**src/rtl/skinny_sbox_sched_if.sv**
```systemverilog
// Bundle of the scheduler's controller, PRNG and S-box facing signals.
interface skinny_sbox_sched_if;
   logic        start;
   logic [63:0] st1;
   logic [63:0] st2;
   logic [63:0] st3;
   logic        busy;
   logic        done;
   logic [63:0] res1;
   logic [63:0] res2;
   logic [63:0] res3;
   logic [31:0] rnd_in;
   logic        rnd_valid;
   logic        rnd_ack;
   logic [3:0]  sb_in1;
   logic [3:0]  sb_in2;
   logic [3:0]  sb_in3;
   logic [23:0] sb_r;
   logic [7:0]  sb_rc;
   logic [3:0]  sb_out1;
   logic [3:0]  sb_out2;
   logic [3:0]  sb_out3;

   // Environment side: round controller, PRNG and the masked S-box instance.
   modport master (
      output start, st1, st2, st3, rnd_in, rnd_valid, sb_out1, sb_out2, sb_out3,
      input  busy, done, res1, res2, res3, rnd_ack, sb_in1, sb_in2, sb_in3, sb_r, sb_rc
   );

   // Scheduler side.
   modport slave (
      input  start, st1, st2, st3, rnd_in, rnd_valid, sb_out1, sb_out2, sb_out3,
      output busy, done, res1, res2, res3, rnd_ack, sb_in1, sb_in2, sb_in3, sb_r, sb_rc
   );
endinterface

```
**src/rtl/skinny_sbox_sched.sv**
```systemverilog
// Feeds the 16 cells of a 3-share SKINNY-64 state through one shared pipelined
// masked S-box, one cell per cycle when fresh randomness is available, and
// collects the returning shares into a 3-share result state.
module skinny_sbox_sched #(
   parameter int unsigned SBOX_LAT = 4,
   parameter int unsigned NCELL    = 16
) (
   input logic               clk,
   input logic               rst,
   skinny_sbox_sched_if.slave bus
);

   localparam int unsigned CW   = 5;           // counters span 0..NCELL
   localparam int unsigned IW   = 4;           // cell index width
   localparam int unsigned BW   = IW + 2;      // bit offset of a cell within a share
   localparam int unsigned SW   = 4 * NCELL;   // share width
   localparam int unsigned LAST = SBOX_LAT - 1;

   typedef enum logic [1:0] {IDLE, RUN, FIN} state_t;

   state_t              state;
   logic                busy_q;
   logic                done_q;
   logic [CW-1:0]       issue_cnt;
   logic [CW-1:0]       ret_cnt;
   logic [SW-1:0]       sh1, sh2, sh3;
   logic [SW-1:0]       res1_q, res2_q, res3_q;
   logic [SBOX_LAT-1:0] vld_pipe;
   logic [IW-1:0]       idx_pipe [SBOX_LAT];

   logic                accept_c;
   logic                issue_c;
   logic                capture_c;
   logic                last_ret_c;
   logic [BW-1:0]       issue_base_c;
   logic [BW-1:0]       cap_base_c;

   // Control decodes shared by the FSM and datapath.
   always_comb begin
      accept_c     = (state == IDLE) && bus.start;
      issue_c      = (state == RUN) && (issue_cnt < CW'(NCELL)) && bus.rnd_valid;
      capture_c    = vld_pipe[LAST];
      last_ret_c   = capture_c && (ret_cnt == CW'(NCELL - 1));
      issue_base_c = {issue_cnt[IW-1:0], 2'b00};
      cap_base_c   = {idx_pipe[LAST], 2'b00};
   end

   // S-box operands: current cell and fresh randomness on issue, zero bubble otherwise.
   always_comb begin
      bus.sb_in1 = 4'h0;
      bus.sb_in2 = 4'h0;
      bus.sb_in3 = 4'h0;
      bus.sb_r   = 24'h0;
      bus.sb_rc  = 8'h0;
      if (issue_c) begin
         bus.sb_in1 = sh1[issue_base_c +: 4];
         bus.sb_in2 = sh2[issue_base_c +: 4];
         bus.sb_in3 = sh3[issue_base_c +: 4];
         bus.sb_r   = bus.rnd_in[23:0];
         bus.sb_rc  = bus.rnd_in[31:24];
      end
   end

   assign bus.rnd_ack = issue_c;
   assign bus.busy    = busy_q;
   assign bus.done    = done_q;
   assign bus.res1    = res1_q;
   assign bus.res2    = res2_q;
   assign bus.res3    = res3_q;

   // Layer FSM with issue/return counters and registered busy/done.
   always_ff @(posedge clk) begin
      if (rst) begin
         state     <= IDLE;
         busy_q    <= 1'b0;
         done_q    <= 1'b0;
         issue_cnt <= '0;
         ret_cnt   <= '0;
      end else begin
         done_q <= 1'b0;
         case (state)
            IDLE: begin
               if (accept_c) begin
                  state     <= RUN;
                  busy_q    <= 1'b1;
                  issue_cnt <= '0;
                  ret_cnt   <= '0;
               end
            end
            RUN: begin
               if (issue_c) begin
                  issue_cnt <= issue_cnt + CW'(1);
               end
               if (capture_c) begin
                  ret_cnt <= ret_cnt + CW'(1);
               end
               if (last_ret_c) begin
                  state  <= FIN;
                  busy_q <= 1'b0;
                  done_q <= 1'b1;
               end
            end
            FIN: begin
               state <= IDLE;
            end
            default: begin
               state  <= IDLE;
               busy_q <= 1'b0;
            end
         endcase
      end
   end

   // Latch the input shares on an accepted start only.
   always_ff @(posedge clk) begin
      if (rst) begin
         sh1 <= '0;
         sh2 <= '0;
         sh3 <= '0;
      end else if (accept_c) begin
         sh1 <= bus.st1;
         sh2 <= bus.st2;
         sh3 <= bus.st3;
      end
   end

   // In-flight tracker mirroring the S-box latency; cleared on start.
   always_ff @(posedge clk) begin
      if (rst) begin
         vld_pipe <= '0;
         for (int i = 0; i < int'(SBOX_LAT); i++) begin
            idx_pipe[i] <= '0;
         end
      end else begin
         vld_pipe[0] <= issue_c && !accept_c;
         idx_pipe[0] <= issue_cnt[IW-1:0];
         for (int i = 1; i < int'(SBOX_LAT); i++) begin
            vld_pipe[i] <= vld_pipe[i-1] && !accept_c;
            idx_pipe[i] <= idx_pipe[i-1];
         end
      end
   end

   // Write returning S-box shares into the addressed result cell.
   always_ff @(posedge clk) begin
      if (rst) begin
         res1_q <= '0;
         res2_q <= '0;
         res3_q <= '0;
      end else if (capture_c) begin
         res1_q[cap_base_c +: 4] <= bus.sb_out1;
         res2_q[cap_base_c +: 4] <= bus.sb_out2;
         res3_q[cap_base_c +: 4] <= bus.sb_out3;
      end
   end

endmodule
```
**src/flat_wrapper.sv**
```systemverilog
// flat-port wrapper written by rule: the top's interface ports become plain ports
module skinny_sbox_sched_flat 
#(
   parameter int unsigned SBOX_LAT = 4,
   parameter int unsigned NCELL    = 16
)
  (clk, rst, bus_start, bus_st1, bus_st2, bus_st3, bus_rnd_in, bus_rnd_valid, bus_sb_out1, bus_sb_out2, bus_sb_out3, bus_busy, bus_done, bus_res1, bus_res2, bus_res3, bus_rnd_ack, bus_sb_in1, bus_sb_in2, bus_sb_in3, bus_sb_r, bus_sb_rc);
  skinny_sbox_sched_if bus_i ();
  input logic clk;
  input logic rst;
  input wire logic [$bits(bus_i.start)-1:0] bus_start;
  input wire logic [$bits(bus_i.st1)-1:0] bus_st1;
  input wire logic [$bits(bus_i.st2)-1:0] bus_st2;
  input wire logic [$bits(bus_i.st3)-1:0] bus_st3;
  input wire logic [$bits(bus_i.rnd_in)-1:0] bus_rnd_in;
  input wire logic [$bits(bus_i.rnd_valid)-1:0] bus_rnd_valid;
  input wire logic [$bits(bus_i.sb_out1)-1:0] bus_sb_out1;
  input wire logic [$bits(bus_i.sb_out2)-1:0] bus_sb_out2;
  input wire logic [$bits(bus_i.sb_out3)-1:0] bus_sb_out3;
  output wire logic [$bits(bus_i.busy)-1:0] bus_busy;
  output wire logic [$bits(bus_i.done)-1:0] bus_done;
  output wire logic [$bits(bus_i.res1)-1:0] bus_res1;
  output wire logic [$bits(bus_i.res2)-1:0] bus_res2;
  output wire logic [$bits(bus_i.res3)-1:0] bus_res3;
  output wire logic [$bits(bus_i.rnd_ack)-1:0] bus_rnd_ack;
  output wire logic [$bits(bus_i.sb_in1)-1:0] bus_sb_in1;
  output wire logic [$bits(bus_i.sb_in2)-1:0] bus_sb_in2;
  output wire logic [$bits(bus_i.sb_in3)-1:0] bus_sb_in3;
  output wire logic [$bits(bus_i.sb_r)-1:0] bus_sb_r;
  output wire logic [$bits(bus_i.sb_rc)-1:0] bus_sb_rc;
  assign bus_i.start = bus_start;
  assign bus_i.st1 = bus_st1;
  assign bus_i.st2 = bus_st2;
  assign bus_i.st3 = bus_st3;
  assign bus_i.rnd_in = bus_rnd_in;
  assign bus_i.rnd_valid = bus_rnd_valid;
  assign bus_i.sb_out1 = bus_sb_out1;
  assign bus_i.sb_out2 = bus_sb_out2;
  assign bus_i.sb_out3 = bus_sb_out3;
  assign bus_busy = bus_i.busy;
  assign bus_done = bus_i.done;
  assign bus_res1 = bus_i.res1;
  assign bus_res2 = bus_i.res2;
  assign bus_res3 = bus_i.res3;
  assign bus_rnd_ack = bus_i.rnd_ack;
  assign bus_sb_in1 = bus_i.sb_in1;
  assign bus_sb_in2 = bus_i.sb_in2;
  assign bus_sb_in3 = bus_i.sb_in3;
  assign bus_sb_r = bus_i.sb_r;
  assign bus_sb_rc = bus_i.sb_rc;
  skinny_sbox_sched #(.SBOX_LAT(SBOX_LAT), .NCELL(NCELL)) u_core (.clk(clk), .rst(rst), .bus(bus_i));
endmodule
```
**config.mk**
```make
export PLATFORM = sky130hd
export DESIGN_NAME = skinny_sbox_sched_flat
export DESIGN_NICKNAME = d
export VERILOG_FILES = /design/src/rtl/skinny_sbox_sched_if.sv /design/src/rtl/skinny_sbox_sched.sv /design/src/flat_wrapper.sv
export SDC_FILE = /design/constraint.sdc
export NUM_CORES = 1
export LEC_CHECK = 0
export BUFFER_PORTS_ARGS = -buffer_cell sky130_fd_sc_hd__buf_2
export CORE_MARGIN = 3
export CORE_UTILIZATION = 47
export DETAILED_ROUTE_END_ITERATION = 8
export HOLD_SLACK_MARGIN = 0.02
export PLACE_DENSITY = 0.76
export SLEW_MARGIN = 15
export SYNTH_ARGS = -nofsm -noshare
export SYNTH_HDL_FRONTEND = slang
export SYNTH_SLANG_ARGS = --single-unit
export TNS_END_PERCENT = 30
```
**constraint.sdc**
```tcl
create_clock -name clk -period 2.1 [get_ports clk]
set_clock_uncertainty 0.1 [all_clocks]
set_input_delay 0.42 -clock clk [delete_from_list [all_inputs] [get_ports clk]]
set_output_delay 0.42 -clock clk [all_outputs]
set_load 0.1 [all_outputs]
```
== Word level (Yosys, flattened, before mapping) ==
Memory sizes are Yosys's and may differ from the RTL's.
Index checks and enable logic that the tools add are counted.

* Muxes and demuxes: 27
* Add/subtract/negate cells: 3
* Shift operators: 7
* Reductions and logical operators: 16
* Order comparisons: 1
* Equal/unequal tests: 7
* Bitwise logic cells: 6

{| class="wikitable"
|+ Operators by type and width
! cell !! number
|-
| $bwmux 64 || 3
|-
| $shiftx 4x8->64 || 3
|-
| $shiftx 64x7->4 || 3
|-
| $shift 4x8->64 const A || 1
|-
| $mux 4 || 7
|-
| $mux 24 || 1
|-
| $pmux 5 s2 || 2
|-
| $mux 5 || 3
|-
| $add 5x1->5 const B || 2
|-
| $reduce_and 3->1 || 3
|-
| $logic_and 1x1->1 || 8
|-
| $mux 8 || 1
|-
| $ne 2x1->1 const B || 4
|-
| $neg 6->8 || 1
|-
| $mux 1 || 6
|-
| $eq 5x4->1 const B || 1
|-
| $lt 5x5->1 const B || 1
|-
| $mux 2 || 2
|-
| $or 1x1->1 || 4
|-
| $pmux 2 s2 || 1
|-
| $pmux 1 s3 || 1
|-
| $eq 2x1->1 const B || 1
|-
| $eq 2x2->1 const B || 1
|-
| $logic_not 2->1 || 1
|-
| 5 further kinds || 6
|}

* Register bits: 402
* Memories kept: 1
* Bits in writable memories: 16

{| class="wikitable"
|+ Memory list
! memory !! words !! bits a word !! rd ports !! clocked after Yosys merged registers in !! wr ports !! RTL line !! source
|-
| u_core.idx_pipe || 4 || 4 || 4 || 0 || 4 || skinny_sbox_sched.sv:29 || <nowiki>logic [IW-1:0] idx_pipe [SBOX_LAT];</nowiki>
|}

== Logic depth before layout (Yosys ltp) ==
Gate-level depths: netlist (run 1).

* Depth after elaboration: 5
* Mapped depth: 8

== Least setup slack after synthesis (run 1) ==
OpenSTA, ideal clock, no wires.

* Path type: register to output
* Start point: register u_core.issue_cnt[1]
* End point: output port bus_sb_in1[1]
* Cell stages (with the launch flop): 7
* Required time: 1580 ps
* Arrival: 3280 ps
* Buffers on the path: 3
* Slack: -1700 ps
* Cells stage by stage: dfxtp_1 -> buf_2 -> buf_2 -> buf_2 -> mux4_2 -> mux2i_1 -> o21ai_0

* Cells in the longest elaborated chain, start to end: 4

{| class="wikitable"
|+ RTL lines
! element !! RTL line !! source
|-
| from (decl) || skinny_sbox_sched.sv:24 || <nowiki>logic [CW-1:0] issue_cnt;</nowiki>
|-
| from (signal assigned) || skinny_sbox_sched.sv:92 || <nowiki>issue_cnt <= issue_cnt + CW'(1);</nowiki>
|-
| branches (longest 3 deep; another with $shiftx 64x7->4) || - ||
|-
| $mux 4 (*) || skinny_sbox_sched.sv:55 || <nowiki>if (issue_c) begin</nowiki>
|-
| to (decl) || flat_wrapper.sv:26 || <nowiki>output wire logic [$bits(bus_i.sb_in1)-1:0] bus_sb_in1;</nowiki>
|}

Mark *: on every way between the ends.

== Final worst setup path (run 1) ==
* Start point: register u_core.issue_cnt[0]
* End point: output port bus_sb_in2[1]

* Cells in the longest elaborated chain, start to end: 4

{| class="wikitable"
|+ RTL lines
! element !! RTL line !! source
|-
| branches (longest 3 deep; another with $shiftx 64x7->4) || - ||
|-
| $mux 4 (*) || skinny_sbox_sched.sv:55 ||
|-
| to (decl) || flat_wrapper.sv:27 || <nowiki>output wire logic [$bits(bus_i.sb_in2)-1:0] bus_sb_in2;</nowiki>
|}

Marked as above.

==> run metrics, run 1 <==
status=complete, but fails checks; failing checks=setup timing; Setup CP Type=flip-flop to output port; CP Data Arrival Time=2.30 ns; vias=16584; syn_nets=2097; layout cells sized above 1=30.5%; port bufs=478; r2r setup slk=0.11 ns; final instance area=24800 sq um; # clock sinks=418; metal3 WL=5710 microns; most frequent cells in the layout=buf_2, nand2_1, dfxtp_1; reg2reg end=u_core.bus.res1[1]; first-pass GRT wire length=92100 microns; post-DR wirelength/cell=20.5 microns; die width=196 microns; minimum clock period=2.82 ns; synthesized cell area=17000 sq um; Req. time, crit path=1.58 ns; setup_tns=-17.21 ns; vias in the first global route=16856; Rel. slew slack=63.1%; Max-Cap Viols=0; fmax=0.354 GHz; post-synth top area share=49.1%; Synth cell types=42; initial antenna violation count=3; drt first pass iters=6; final net count=2736; worst r2r path cells=7; fin util=69.5%; CTS tree=built; Final WS setup=-0.724 ns; Worst setup SP type=flip-flop; Post-DRT Antenna Nets=0; Leakage=0.0104 uW; Root Driver=clkbuf_16; PD cells=737 nW/um^2; Slew Viols, Final=0; CTS max path bufs=3; Rows=69; Area contributors post-synth=dfxtp_1, mux2i_1, nand2_1, a21oi_1, mux4_2; crit end category=output port; final WL=61300 microns; total track usage=30.0%; class of the worst hold path=input port to flip-flop; residual DRC count=0; FF-to-FF Start=u_core.idx_pipe[0][12]; asr flop ratio synth=0%; Yosys warnings=0; die area=38600 sq um; placed cells=2718; cts bufs inserted=43; fin cells=2986; Area Overhead vs Synth=45.4%; DRT iter0 DRCs=1427; VDD IR max=0.562 mV; CP Max Fanout=4; Post-DP Area=21200 sq um; via density per instance=5.55; Die Span Y=196 microns; ys flop type=dfxtp_1; WL met1=22600 microns; Design Power=18300 uW; total grt overflow=0; uppermost routed layer=met5; clock latency on the worst-skew pair=0.55 ns; final setup vio count=45; commonest non-fill, non-tap cell in the layout=buf_2; Hold Crit Depth=3; Clock transition at path regs=0.06 ns; GPL Wtd Cong=0.869; worst setup path start=u_core.issue_cnt[0]; top cell type by total area after synthesis=dfxtp_1; H-tree depth=2; Final period util=134%; total I/O pin count=479; EDFF count, synth=0; sequential area share after synthesis=49.1%; worst setup path end=bus_sb_in2[1]; Detailed Place HPWL=38500 microns; Slew @ Worst Pin=0.557 ns; largest net degree at the start of global routing=92; Syn Inst Count=1851; register bit total from synthesis=418; RSZ-0062 raised after global routing=yes; Syn Area/Cell=9.21 sq um; final hold violation count=0; area of the core=35700 sq um; Starting Density=47.8%; metal2 WL=29800 microns
worst min-delay path by stage:
stage / from / slack [ns] / endpoint
after floorplan: u_core.vld_pipe[0] / 0.31 / u_core.vld_pipe[1]
after global placement: u_core.vld_pipe[1] / 0.31 / u_core.vld_pipe[2]
after detailed placement: u_core.vld_pipe[2] / 0.32 / u_core.vld_pipe[3]
after CTS: bus_st2[13] / 0.02 / u_core.sh2[13]
after global routing: bus_st3[12] / 0.03 / u_core.sh3[12]
final: bus_st3[12] / 0.04 / u_core.sh3[12]
Yosys cell counts (2+ instances only):
library cell	count
and3b_1	3
buf_2	32
xnor2_1	2
nand4_1	2
buf_6	9
nor2b_1	18
buf_4	2
o21ai_0	49
nand2_1	422
o211ai_1	2
nor4_1	2
o21a_1	2
buf_1	18
ha_1	6
mux4_2	47
nand3_1	42
inv_1	6
or2_2	2
and2_1	39
nor2_1	42
dfxtp_1	418
mux2i_1	173
xor2_1	5
nand2b_1	159
a22oi_1	12
a21oi_1	232
clkbuf_1	85
nor3b_1	3
o21ai_1	3
nor3_1	2
flip-flops by register name, indices dropped and copies added, names as in the netlist:
| signal | cells |
|---|---|
| u_core.sh1 | 64 |
| u_core.idx_pipe | 16 |
| u_core.sh2 | 64 |
| u_core.bus.res1 | 64 |
| u_core.state | 2 |
| u_core.bus.done | 1 |
| u_core.sh3 | 64 |
| u_core.ret_cnt | 5 |
| u_core.bus.busy | 1 |
| u_core.bus.res3 | 64 |
| u_core.vld_pipe | 4 |
| u_core.bus.res2 | 64 |
| u_core.issue_cnt | 5 |
per-layer routing:
layer | vias to the layer above | GRT usage (%)
li1 | 7501 | -
met1 | 7801 | 35.5
met5 | - | 0
met2 | 1048 | 50.7
met3 | 232 | 7.33
met4 | 2 | 15.9
kinds of logic (layout without fill, tap and decap cells):
logic type / after synthesis / in the layout / synth area share, %
other: 0 / 2 / 0
multiplexers: 220 / 220 / 16.4
flip-flops: 418 / 418 / 49.1
adder cells (fa/ha/maj): 6 / 6 / 0.440
XOR/XNOR: 7 / 7 / 0.360
buffers and inverters: 152 / 824 / 4.02
AO/OA/AOI/OAI: 305 / 305 / 9.33
AND/OR/NAND/NOR: 743 / 743 / 20.4
timing repair:
action	CTS	global route
hold endpoints to repair	171	1
endpoints found under the setup margin	49	75
buffers inserted	6	6
gates cloned	2	3
gates resized for setup	40	15
hold buffers	171	1
pin swaps	37	7
cell type report:
| type | count | area (sq um) |
|---|---|---|
| fill | 2404 | 10900 |
| multi-input combinational | 1281 | 8390 |
| sequential | 418 | 8380 |
| timing repair buffer | 740 | 5950 |
| clock buffer | 58 | 1210 |
| tap | 461 | 577 |
| clock inverter | 20 | 240 |
| inverter | 6 | 27.5 |
| antenna | 2 | 5.00 |
power breakdown:
group / switching, uW / internal (uW)
Clock: 3270 / 4590
Combinational: 1130 / 953
Sequential: 164 / 8160
through the flow:
stage	hold WS, ns	setup slack [ns]
after global placement	0.312	-0.132
final	0.0419	-0.724
after CTS	0.0202	-0.728
after global routing	0.0331	-0.777
after floorplan	0.306	-0.167
after detailed placement	0.320	-0.152
worst max-delay path, cell delays in order (launching register included):
cell and delay, ns:
dfxtp_4 0.37, buf_12 0.14, buf_8 0.12, mux4_2 0.50
a22oi_2 0.31, o21ai_4 0.12, buf_12 0.18
(Power assumes the default switching activity.)
==> inputs of run 2 (changes only) <==
CORE_ASPECT_RATIO = 0.8   (was default)
PLACE_DENSITY = 0.78   (was 0.76)
==> run 2 against run 1 <==
Effect of this change:
- the flow still finishes with violations (setup timing)
- critical path type unchanged
- routed wire length decreased by 2.0%
- critical path depth unchanged
- largest power group unchanged
- non-clock buffer count decreased by 80
- largest cell class unchanged
==> run metrics, run 2 (synthesis results as in run 1) <==
Req. time, crit path=1.58 ns (about the same); most frequent cells in the layout=buf_2, nand2_1, dfxtp_1; post-DR wirelength/cell=20.7 microns (+0.56%); Clock transition at path regs=0.07 ns (about the same); Final period util=135% (+0.96 points); CTS max path bufs=3 (unchanged); die area=38600 sq um (about the same); vias=16142 (-2.7%); placed cells=2721 (+0.11%); Area Overhead vs Synth=41.0%; total track usage=29.5% (-0.54 points); status=complete, but fails checks; Post-DRT Antenna Nets=0 (unchanged); area of the core=35300 sq um (-1.1%); PD cells=748 nW/um^2 (+1.5%); Rel. slew slack=56.2% (-7.0 points); Worst setup SP type=flip-flop; residual DRC count=0 (unchanged); via density per instance=5.55 (-0.16%); die width=219 microns (+11%); layout cells sized above 1=31.1% (+0.61 points); Rows=61 (-12%); hold slack=0.0286 ns (-0.0132 ns); CTS tree=built; # clock sinks=418 (unchanged); failing checks=setup timing; initial antenna violation count=1 (-2); VDD IR max=0.650 mV (+16%); fmax=0.352 GHz (-0.71%); fin cells=2911 (-2.5%); total I/O pin count=479 (unchanged); minimum clock period=2.84 ns (+0.0202 ns); crit end category=output port; final WL=60100 microns (-2.0%); total grt overflow=0 (unchanged); drt first pass iters=5 (-1); final setup vio count=45 (unchanged); Leakage=0.0100 uW (-3.2%); Starting Density=48.3% (+0.53 points); CP Max Fanout=16 (+12); cts bufs inserted=41 (-4.7%); H-tree depth=2 (unchanged); Detailed Place HPWL=39100 microns (+1.6%); Slew Viols, Final=0 (unchanged); clock latency on the worst-skew pair=0.57 ns (+0.02 ns); final net count=2654 (-3.0%); Die Span Y=176 microns (-10%); first-pass GRT wire length=89200 microns (-3.2%); largest net degree at the start of global routing=101 (+9.8%); dpl ws=-0.165 ns (-0.0127 ns); Setup CP Type=flip-flop to output port; Final WS setup=-0.744 ns (-0.0202 ns); final hold violation count=0 (unchanged); port bufs=478 (unchanged); Slew @ Worst Pin=0.658 ns (+0.100 ns); GPL Wtd Cong=0.917 (+5.4%); class of the worst hold path=input port to flip-flop; CP Data Arrival Time=2.32 ns (+0.02 ns); DRT iter0 DRCs=1411 (-1.1%); commonest non-fill, non-tap cell in the layout=buf_2; Root Driver=clkbuf_16; fin util=68.2% (-1.3 points); RSZ-0062 raised after global routing=yes; vias in the first global route=16271 (-3.5%); Max-Cap Viols=0 (unchanged)
run 2: critical path: stages (launching register included):
cell     delay [ns]
dfxtp_4        0.41
buf_12         0.19
mux4_2         0.52
mux2i_1        0.20
buf_4          0.18
o21ai_4        0.07
buf_12         0.18
run 2: what timing repair did:
| item | 4_1_cts | 5_1_grt |
|---|---|---|
| pin swaps | 5 | 21 |
| resized for setup | 13 | 44 |
| setup endpoints to repair | 70 | 148 |
| gates cloned | 2 | 3 |
| hold endpoints to repair | 99 | 1 |
| hold buffers | 99 | 1 |
| buffers inserted | 3 | 8 |
run 2: final timing paths:
| check | start | cells past startpoint | slack, ns | end |
|---|---|---|---|---|
| max | u_core.issue_cnt[0] | 6 | -0.74 | bus_sb_in1[3] |
| min | bus_st3[51] | 3 | 0.03 | u_core.sh3[51] |
| max reg2reg | u_core.idx_pipe[0][12] | 7 | 0.09 | u_core.bus.res3[3] |
| min reg2reg | u_core.idx_pipe[0][10] | 1 | 0.31 | u_core.idx_pipe[0][14] |
run 2: layer usage:
metal | GRT usage, % | wire [microns] | vias to the layer above
met5 | 0 | 0 | -
met4 | 18.5 | 4090 | 0
met3 | 6.35 | 5020 | 278
met2 | 48.8 | 28600 | 902
met1 | 35.0 | 22400 | 7646
li1 | - | - | 7316
run 2: layout make-up:
type | instances | area, sq um
multi-input combinational | 1281 | 8430
inverter | 6 | 35.0
tap | 472 | 591
fill | 2543 | 11200
clock buffer | 57 | 1190
timing repair buffer | 660 | 5190
sequential | 418 | 8380
clock inverter | 16 | 224
antenna | 1 | 2.50
run 2: report_power, final:
| group | internal [uW] | switching [uW] |
|---|---|---|
| registers | 8160 | 156 |
| clock network | 4470 | 3230 |
| logic | 870 | 1100 |
run 2: per-stage QoR:
stage	cell area (sq um)	TNS (ns)	power, uW
after floorplan	17400	-7.03	9420
after detailed placement	21200	-1.01	10100
after global placement	21200	-0.722	10100
final	24000	-18.77	18000
after global routing	24000	-21.68	18500
after CTS	23700	-18.33	17800
==> inputs of run 3 (changes only) <==
ABC_CLOCK_PERIOD_IN_PS = 2920   (was default)
CORE_UTILIZATION = 25   (was 47)
PLACE_DENSITY = 0.46   (was 0.78)
clock period = 2.92 ns   (was 2.1 ns; I/O delays follow)
==> run 3 against run 2 <==
Effect of this change:
- the flow still finishes with violations (setup timing)
- utilization down 34 points
- cell area fell by 4.8%
- die area rose by 85%
- critical endpoint is now bus_sb_in3[2]
- highest routed layer is now met5
==> run metrics, run 3 (synthesis results as in run 1) <==
placed cells=3130 (+15%); minimum clock period=2.99 ns; first-pass GRT wire length=87600 microns (-1.8%); Rel. slew slack=33.9% (-22 points); post-DR wirelength/cell=18.4 microns (-11%); worst path cell trace=buf_4, mux4_2, a221o_1, buf_12; H-tree depth=2 (unchanged); status=complete, but fails checks; total track usage=15.8% (-14 points); Worst setup SP type=flip-flop; final net count=2528 (-4.7%); vias=14603 (-9.5%); Die Span Y=240 microns (+36%); port bufs=478 (unchanged); DRT iter0 DRCs=754 (-47%); failing checks=setup timing; Rows=84 (+38%); clock latency on the worst-skew pair=0.58 ns (about the same); r2r setup slk=0.39 ns (+0.30 ns); die area=71400 sq um (+85%); area of the core=66600 sq um (+89%); worst r2r path cells=7 (unchanged); final hold violation count=0 (unchanged); worst setup path end=bus_sb_in3[2]; Slew Viols, Final=0 (unchanged); CP Data Arrival Time=2.30 ns (-0.02 ns); layout cells sized above 1=29.3% (-1.8 points); final setup vio count=9 (-80%); cts bufs inserted=46 (+12%); Setup CP Type=flip-flop to output port; CTS tree=built; Starting Density=25.6% (-23 points); largest net degree at the start of global routing=195 (+93%); total grt overflow=0 (unchanged); Req. time, crit path=2.24 ns (+0.66 ns); reg2reg end=u_core.bus.res3[3]; total I/O pin count=479 (unchanged); Final WS setup=-0.0683 ns (+0.676 ns); Final period util=102%; fmax=0.335 GHz; FF-to-FF Start=u_core.idx_pipe[0][13]; largest stage delay on the critical path=0.52 ns (about the same); crit end category=output port; residual DRC count=0 (unchanged); class of the worst hold path=input port to flip-flop; CP max stage cell=mux4_2; hold slack=0.140 ns (+0.112 ns); vias in the first global route=14627 (-10%); Area Overhead vs Synth=34.3%; Slew @ Worst Pin=0.992 ns (+0.334 ns); Post-DP Area=21100 sq um (-0.29%); # clock sinks=418 (unchanged); GPL Wtd Cong=0.817 (-11%); Post-DRT Antenna Nets=0 (unchanged); most frequent cells in the layout=buf_2, nand2_1, dfxtp_1; Root Driver=clkbuf_16; commonest non-fill, non-tap cell in the layout=buf_2; Max-Cap Viols=0 (unchanged); Hold-fix buffers, CTS=0 (-100%); final WL=59200 microns (-1.6%); drt first pass iters=5 (unchanged); die width=298 microns (+36%); filler cell count in the final layout=6929 (+170%); VDD IR max=0.443 mV (-32%); initial antenna violation count=6 (+5); final instance area=22900 sq um (-4.8%); Leakage=0.00935 uW (-6.9%); Clock transition at path regs=0.06 ns (about the same); fin cells=3222 (+11%); worst setup path start=u_core.issue_cnt[0]; Detailed Place HPWL=42400 microns (+8.4%); via density per instance=4.53 (-18%); CTS max path bufs=3 (unchanged); PD cells=569 nW/um^2 (-24%); RSZ-0062 raised after global routing=yes; CP Max Fanout=8 (-8)
## run 3: changes by cell type in the layout (fill, tap and decap cells not counted), sizes merged
| cell | previous run | this run |
|---|---|---|
| clkbuf | 60 | 69 |
| inv | 5 | 8 |
| bufbuf | 0 | 1 |
| buf | 557 | 528 |
| clkinv | 10 | 7 |
| diode | 1 | 2 |
| clkinvlp | 3 | 2 |
| bufinv | 4 | 3 |
| dlygate4sd3 | 100 | 0 |
## run 3: worst min-delay path by stage
stage	cells after the start	slack, ns	startpoint	end
after floorplan	1	0.31	u_core.vld_pipe[0]	u_core.vld_pipe[1]
after global placement	1	0.32	u_core.vld_pipe[1]	u_core.vld_pipe[2]
after detailed placement	1	0.32	u_core.vld_pipe[2]	u_core.vld_pipe[3]
after CTS	3	0.10	bus_st1[56]	u_core.sh1[56]
after global routing	3	0.12	bus_st1[56]	u_core.sh1[56]
final	3	0.14	bus_st2[11]	u_core.sh2[11]
## run 3: cell type report
class | instances | area [sq um] | share of cell area [%]
Clock inverter | 14 | 188 | 0.820
Sequential cell | 418 | 8380 | 36.6
Multi-Input combinational cell | 1281 | 8130 | 35.5
Antenna cell | 2 | 5.00 | 0.0219
Timing Repair Buffer | 529 | 3710 | 16.2
Clock buffer | 69 | 1330 | 5.80
Inverter | 6 | 22.5 | 0.0984
Tap cell | 903 | 1130 | 4.94
## run 3: timing repair
item / CTS / global route
setup endpoints to repair: 44 / 44
gates cloned: 3 / 0
resized for setup: 22 / 11
buffers inserted: 6 / 0
pin swaps: 2 / 3
## run 3: critical path, delay by kind of cell, from the launching register on
family,cells,cell delay [ns]
buf+inv,2,0.39
mux,1,0.52
flops,1,0.44
compound gates,1,0.37
## run 3: through the flow
step	util [%]	power [uW]	worst slack, ns	setup TNS (ns)
2_1_floorplan	-	6740	-0.356	-4.32
3_3_place_gp	31.7	7240	0.135	0
3_5_place_dp	31.7	7260	0.136	0
4_1_cts	34.3	13200	-0.143	-1.39
5_1_grt	34.3	13600	-0.162	-1.62
6_report	34.3	13000	-0.0683	-0.401
## run 3: routing by layer
layer | wire length [microns] | track usage, %
met1 | 26300 | 20.5
met2 | 28100 | 26.2
met3 | 3070 | 3.26
met4 | 1650 | 5.08
met5 | 61 | 0
## run 3: where the power goes
part	total (uW)	internal, uW	switching (uW)
registers	5960	5870	90.8
logic	1190	478	712
clock network	5870	3430	2450
total	13000	9770	3250
